File: src/rtl/hdc_frame_packer_if.sv
// hdc_frame_packer_if: sample-beat input stream and packed-frame output stream of the frame packer
interface hdc_frame_packer_if #(
  parameter int CHANNEL_WIDTH  = 16,
  parameter int INPUT_CHANNELS = 4,
  parameter int MODE_WIDTH     = 2,
  parameter int LABEL_WIDTH    = 4
);
  logic sample_valid, sample_ready, sample_last, frame_valid, frame_ready;
  logic [CHANNEL_WIDTH-1:0] sample;
  logic [MODE_WIDTH-1:0] mode_in, mode_out;
  logic [LABEL_WIDTH-1:0] label_in, label_out;
  logic [CHANNEL_WIDTH*INPUT_CHANNELS-1:0] frame;
  modport master(output sample_valid, sample, sample_last, mode_in, label_in, frame_ready,
                 input sample_ready, frame_valid, frame, mode_out, label_out);
  modport slave(input sample_valid, sample, sample_last, mode_in, label_in, frame_ready,
                output sample_ready, frame_valid, frame, mode_out, label_out);
endinterface

File: src/rtl/hdc_frame_packer.sv
// hdc_frame_packer: packs per-channel sample beats into frames, drops malformed frames.
// Define HDC_PACKER_ERRCNT_EN to add the saturating dropped-frame counter err_count.
module hdc_frame_packer #(
  parameter int CHANNEL_WIDTH  = 16,
  parameter int INPUT_CHANNELS = 4,
  parameter int MODE_WIDTH     = 2,
  parameter int LABEL_WIDTH    = 4
) (
  input logic clk,
  input logic rst,
  hdc_frame_packer_if.slave bus
`ifdef HDC_PACKER_ERRCNT_EN
  , output logic [15:0] err_count
`endif
);
  localparam int FW = CHANNEL_WIDTH * INPUT_CHANNELS;
  localparam int CNTW = INPUT_CHANNELS > 1 ? $clog2(INPUT_CHANNELS) : 1;
  typedef enum logic [1:0] {FILL, HOLD, DROP} state_t;
  state_t state, state_n;
  logic [CNTW-1:0] cnt, cnt_n;
  logic [FW-1:0] fill, fill_n;
  logic [MODE_WIDTH-1:0] fill_mode, mode_n;
  logic [LABEL_WIDTH-1:0] fill_label, label_n;
  logic accept, last_ch, good, bad, out_free, load;
  assign bus.sample_ready = state != HOLD;
  always_comb begin
    accept = bus.sample_valid && state != HOLD;
    last_ch = cnt == CNTW'(INPUT_CHANNELS - 1);
    out_free = !bus.frame_valid || bus.frame_ready;
    good = state == FILL && accept && last_ch && bus.sample_last;
    bad = state == FILL && accept && (last_ch != bus.sample_last);
    load = (good || state == HOLD) && out_free;
    fill_n = fill;
    fill_n[(INPUT_CHANNELS - 1 - int'(cnt)) * CHANNEL_WIDTH +: CHANNEL_WIDTH] = bus.sample;
    mode_n = cnt == '0 ? bus.mode_in : fill_mode;
    label_n = cnt == '0 ? bus.label_in : fill_label;
    cnt_n = state == FILL && accept ? (last_ch || bus.sample_last ? '0 : cnt + 1'b1) : cnt;
    state_n = state;
    case (state)
      FILL: if (good && !out_free) state_n = HOLD;
            else if (bad && !bus.sample_last) state_n = DROP;
      HOLD: if (out_free) state_n = FILL;
      DROP: if (accept && bus.sample_last) state_n = FILL;
      default: state_n = FILL;
    endcase
  end
  always_ff @(posedge clk) begin
    if (rst) begin
      state <= FILL;
      cnt <= '0;
    end else begin
      state <= state_n;
      cnt <= cnt_n;
    end
  end
  // fill buffer holds the frame being packed (or the complete one parked in HOLD)
  always_ff @(posedge clk) begin
    if (rst) begin
      fill <= '0;
      fill_mode <= '0;
      fill_label <= '0;
      bus.frame_valid <= 1'b0;
      bus.frame <= '0;
      bus.mode_out <= '0;
      bus.label_out <= '0;
    end else begin
      if (state == FILL && accept) begin
        fill <= fill_n;
        fill_mode <= mode_n;
        fill_label <= label_n;
      end
      if (load) begin
        bus.frame_valid <= 1'b1;
        bus.frame <= state == HOLD ? fill : fill_n;
        bus.mode_out <= state == HOLD ? fill_mode : mode_n;
        bus.label_out <= state == HOLD ? fill_label : label_n;
      end else if (bus.frame_ready) bus.frame_valid <= 1'b0;
    end
  end
`ifdef HDC_PACKER_ERRCNT_EN
  always_ff @(posedge clk) begin
    if (rst) err_count <= '0;
    else if (bad && err_count != 16'hFFFF) err_count <= err_count + 1'b1;
  end
`endif
endmodule
File: src/flat_wrapper.sv
// flat-port wrapper written by rule: the top's interface ports become plain ports
module hdc_frame_packer_flat 
#(
  parameter int CHANNEL_WIDTH  = 16,
  parameter int INPUT_CHANNELS = 4,
  parameter int MODE_WIDTH     = 2,
  parameter int LABEL_WIDTH    = 4
)
  (clk, rst, bus_sample_valid, bus_sample, bus_sample_last, bus_mode_in, bus_label_in, bus_frame_ready, bus_sample_ready, bus_frame_valid, bus_frame, bus_mode_out, bus_label_out);
  hdc_frame_packer_if #(.CHANNEL_WIDTH(CHANNEL_WIDTH), .INPUT_CHANNELS(INPUT_CHANNELS), .MODE_WIDTH(MODE_WIDTH), .LABEL_WIDTH(LABEL_WIDTH)) bus_i ();
  input logic clk;
  input logic rst;
  input wire logic [$bits(bus_i.sample_valid)-1:0] bus_sample_valid;
  input wire logic [$bits(bus_i.sample)-1:0] bus_sample;
  input wire logic [$bits(bus_i.sample_last)-1:0] bus_sample_last;
  input wire logic [$bits(bus_i.mode_in)-1:0] bus_mode_in;
  input wire logic [$bits(bus_i.label_in)-1:0] bus_label_in;
  input wire logic [$bits(bus_i.frame_ready)-1:0] bus_frame_ready;
  output wire logic [$bits(bus_i.sample_ready)-1:0] bus_sample_ready;
  output wire logic [$bits(bus_i.frame_valid)-1:0] bus_frame_valid;
  output wire logic [$bits(bus_i.frame)-1:0] bus_frame;
  output wire logic [$bits(bus_i.mode_out)-1:0] bus_mode_out;
  output wire logic [$bits(bus_i.label_out)-1:0] bus_label_out;
  assign bus_i.sample_valid = bus_sample_valid;
  assign bus_i.sample = bus_sample;
  assign bus_i.sample_last = bus_sample_last;
  assign bus_i.mode_in = bus_mode_in;
  assign bus_i.label_in = bus_label_in;
  assign bus_i.frame_ready = bus_frame_ready;
  assign bus_sample_ready = bus_i.sample_ready;
  assign bus_frame_valid = bus_i.frame_valid;
  assign bus_frame = bus_i.frame;
  assign bus_mode_out = bus_i.mode_out;
  assign bus_label_out = bus_i.label_out;
  hdc_frame_packer #(.CHANNEL_WIDTH(CHANNEL_WIDTH), .INPUT_CHANNELS(INPUT_CHANNELS), .MODE_WIDTH(MODE_WIDTH), .LABEL_WIDTH(LABEL_WIDTH)) u_core (.clk(clk), .rst(rst), .bus(bus_i));
endmodule
File: config.mk
export PLATFORM = sky130hd
export DESIGN_NAME = hdc_frame_packer_flat
export DESIGN_NICKNAME = d
export VERILOG_FILES = /design/src/rtl/hdc_frame_packer_if.sv /design/src/rtl/hdc_frame_packer.sv /design/src/flat_wrapper.sv
export SDC_FILE = /design/constraint.sdc
export NUM_CORES = 1
export LEC_CHECK = 0
export CORE_UTILIZATION = 45
export DETAILED_ROUTE_END_ITERATION = 8
export PLACE_DENSITY = 0.7
export SLEW_MARGIN = 20
export SYNTH_ARGS = -nofsm -noshare
export SYNTH_HDL_FRONTEND = slang
export SYNTH_SLANG_ARGS = --single-unit
File: constraint.sdc
create_clock -name clk -period 2.3 [get_ports clk]
set_clock_uncertainty 0.1 [all_clocks]
set_input_delay 0.345 -clock clk [delete_from_list [all_inputs] [get_ports clk]]
set_output_delay 0.345 -clock clk [all_outputs]
set_load 0.02 [all_outputs]
==> flow_summary_export.csv <==
group,metric,value,unit
status,status,"completed",
setup_path,crit_path_start_kind,"register",
sta,setup_viol,0,
logic_synthesis,synthDistinctLibCells,36,
sta,period_share,96.5,%
logic_synthesis,yosysTopAreaCell,"dfxtp_1",
cts,cts_max_path_buffers,2,
sta,period_needed,2.22,ns
grt,antenna_found_initial,0,
layout,regArea,2900,µm²
drt,wl_per_cell,18.6,µm
layout,stdcell_count,866,
logic_synthesis,syn_inst,619,
layout,final_layout_size_suffix_gt1_share,11.6,%
floorplan,die_x,115,µm
placement,place_hpwl,9950,µm
cts,post-cts-setup-buffers,0,
grt,grt_pass1_vias,4920,
placement,dp.cells,834,
floorplan,die_area,13300,µm²
logic_synthesis,synthArstFlopShare,0,%
hold_path,holdPathStages,2,
layout,num_antenna_cells,0,
power,pwr-share-seq,42.0,%
logic_synthesis,synth_edf_count,0,
logic_synthesis,netlist_top_cells_area,"dfxtp_1 (50%), nor2_1 (9.3%), a22oi_1 (8.3%), a221oi_1 (8.2%), nor3_1 (5.1%)",
drt,dr_wl_met2,7680,µm
setup_path,worstPathCellList,"inv_1 > ha_1 > or4b_4 > nor2_8 > a221oi_1 > nor3_1",
cts,cts_buffers,17,
setup_path,worstPathRequired,2.54,ns
floorplan,die_y,115,µm
hold_path,hold_path_startpoint,"rst",
drt,ant_nets,0,
power,p_per_area,813,nW/µm²
layout,fillers,1029,
placement,place_congestion,0.806,
drt,drtPass1Iterations,5,
sta,slew-limit-headroom,58.5,%
cts,clk_latency,0.42,ns
sta,setup_ws,0.0797,ns
logic_synthesis,synth_top_area_share,50.4,%
setup_path,slowest_stage,"or4b_4",
drt,top_layer_used,"met4",
power,vdd_ir_drop_max,0.411,mV
job,maxCapViolCount,0,
setup_path,r2r-start,"u_core.cnt[0]",
power,p_sw,1.29,mW
grt,grt_max_degree,70,
setup_path,crit_fanout,16,
logic_synthesis,netlist_area,5760,µm²
power,p_leak,2.64,nW
floorplan,core,12300,µm²
floorplan,start_util,47.0,%
placement,place_ws,-0.181,ns
logic_synthesis,ys_warn_count,0,
setup_path,worstSetupEndpointType,"register",
layout,syn_to_final_growth,30.2,%
cts,cts_sinks,145,
setup_path,cp.arrival,2.46,ns
setup_path,rr_worst_depth,6,
logic_synthesis,synthTopCellsByCount,"dfxtp_1 (145), nor2_1 (143), a22oi_1 (64)",
sta,hold_viol,0,
placement,port_buffers,98,
cts,htree_levels,4,
setup_path,slowest_delay,0.56,ns
cts,cts-hold-fix-buffers,0,
sta,max_freq,0.450,GHz
cts,cts_resized,5,
power,p_clk_share,52.5,%
cts,clockRootBuffer,"clkbuf_16",
grt,grt_pass1_wl,25600,µm
setup_path,cpLargestDelayFamily,"simple AND/OR/NAND/NOR gates",
floorplan,io_pins,99,
power,intPower,4.81,mW
logic_synthesis,yosys_register_bits,145,
layout,fin_nets,719,
drt,vias,5147,
drt,drt_iter0_markers,448,
logic_synthesis,yosysSeqAreaShare,50.4,%
sta,rsz0062_at_grt,"false",
logic_synthesis,synth.net_count,653,
layout,multi_input_area,2540,µm²
hold_path,hold_class,"input pin to register",
setup_path,path_buf_inv,1,
floorplan,rows,40,
drt,dr_wl_met3,1150,µm
sta,tightest_slew,0.621,ns
power,comb_power_share,5.5,%
setup_path,criticalPathCategory,"register to register",
logic_synthesis,avgSynthCellArea,9.30,µm²
setup_path,r2r-end,"u_core.bus.frame[51]",
drt,drc,0,
cts,cts_tree,"done",
power,p_sw_share,21.1,%
logic_synthesis,synthFlopType,"dfxtp_1",
drt,avgViaCountPerCell,5.94,
grt,grt-ovfl-total,0,
cts,clkTransAtPathRegs,0.06,ns
hold_path,hold_end,"u_core.fill[29]",
grt,grt_use_total,25.5,%
setup_path,regToRegSetupSlack,0.08,ns
drt,drt_wl_total,16100,µm
sta,slew_viol_final,0,
drt,wirelength_met1,6790,µm
logic_synthesis,synth.most_common_cell,"dfxtp_1",
-- registers in the layout, indices dropped and copies added (netlist names) --
name,cells
u_core.bus.frame_valid,1
u_core.cnt,2
u_core.bus.mode_out,2
u_core.bus.frame,64
u_core.fill,64
u_core.state,2
u_core.fill_label,4
u_core.bus.label_out,4
u_core.fill_mode,2
-- cells in the final DEF (no fill, tap or decap), types with 5 or more instances in the layout --
cell type and n:
a221oi_1 54, a221oi_2 10, a22oi_1 64, a311oi_1 5, buf_4 12, bufinv_16 7
clkbuf_16 17, clkdlybuf4s50_1 96, clkinv_2 5, dfxtp_1 145, ha_1 7, inv_1 5
mux2i_1 7, nand2_1 13, nand3_1 7, nor2_1 140, nor2_4 7, nor3_1 59
nor3_2 6
-- worst max-delay path by stage --
stage,startpoint,to,slack (ns),cells past startpoint
after floorplan,u_core.cnt[0],u_core.bus.frame[58],0.23,7
after global placement,u_core.cnt[0],u_core.bus.frame[15],-0.03,6
after detailed placement,u_core.cnt[0],u_core.bus.frame[1],-0.18,6
after CTS,u_core.cnt[0],u_core.bus.frame[48],0.12,6
after global routing,u_core.cnt[0],u_core.bus.frame[49],0.003,6
final,u_core.cnt[0],u_core.bus.frame[51],0.08,6
-- stage by stage --
| stage | instance area (µm²) | util [%] | hold slack, ns | TNS (ns) | power (mW) |
|---|---|---|---|---|---|
| final | 7500 | 61.2 | 0.270 | 0 | 6.10 |
| after global routing | 7500 | 61.2 | 0.272 | 0 | 6.27 |
| after CTS | 7490 | 61.1 | 0.252 | 0 | 6.12 |
| after detailed placement | 6800 | 55.4 | 0.374 | -2.20 | 2.94 |
| after global placement | 6800 | 55.4 | 0.362 | -0.297 | 2.94 |
| after floorplan | 5760 | - | 0.354 | 0 | 2.84 |
-- kinds of logic after synthesis --
group | share of synthesized area (%)
multiplexers | 1.22
AND/OR/NAND/NOR | 20.2
flip-flops | 50.4
buffers and inverters | 5.93
AO/OA/AOI/OAI | 20.7
adder cells (fa/ha/maj) | 1.52
-- power groups by stage --
stage	Combinational, mW	Sequential [mW]	Clock [mW]
after floorplan	0.221	2.62	0
after global placement	0.321	2.61	0
after detailed placement	0.329	2.62	0
after CTS	0.331	2.56	3.23
after global routing	0.356	2.56	3.35
final	0.336	2.56	3.20
-- area by class of cell --
class | instances | area share, %
Multi-Input combinational cell | 402 | 33.9
Inverter | 6 | 0.300
Clock buffer | 20 | 5.96
Tap cell | 168 | 2.80
Sequential cell | 145 | 38.7
Timing Repair Buffer | 113 | 15.2
Clock inverter | 12 | 3.14
-- per-layer routing --
layer / up-vias / GRT usage, %
met5: - / 0
met4: 0 / 13.0
met3: 33 / 6.17
met2: 225 / 40.8
met1: 2491 / 32.2
li1: 2398 / -
Note: power is estimated with default switching activity, not from simulation.
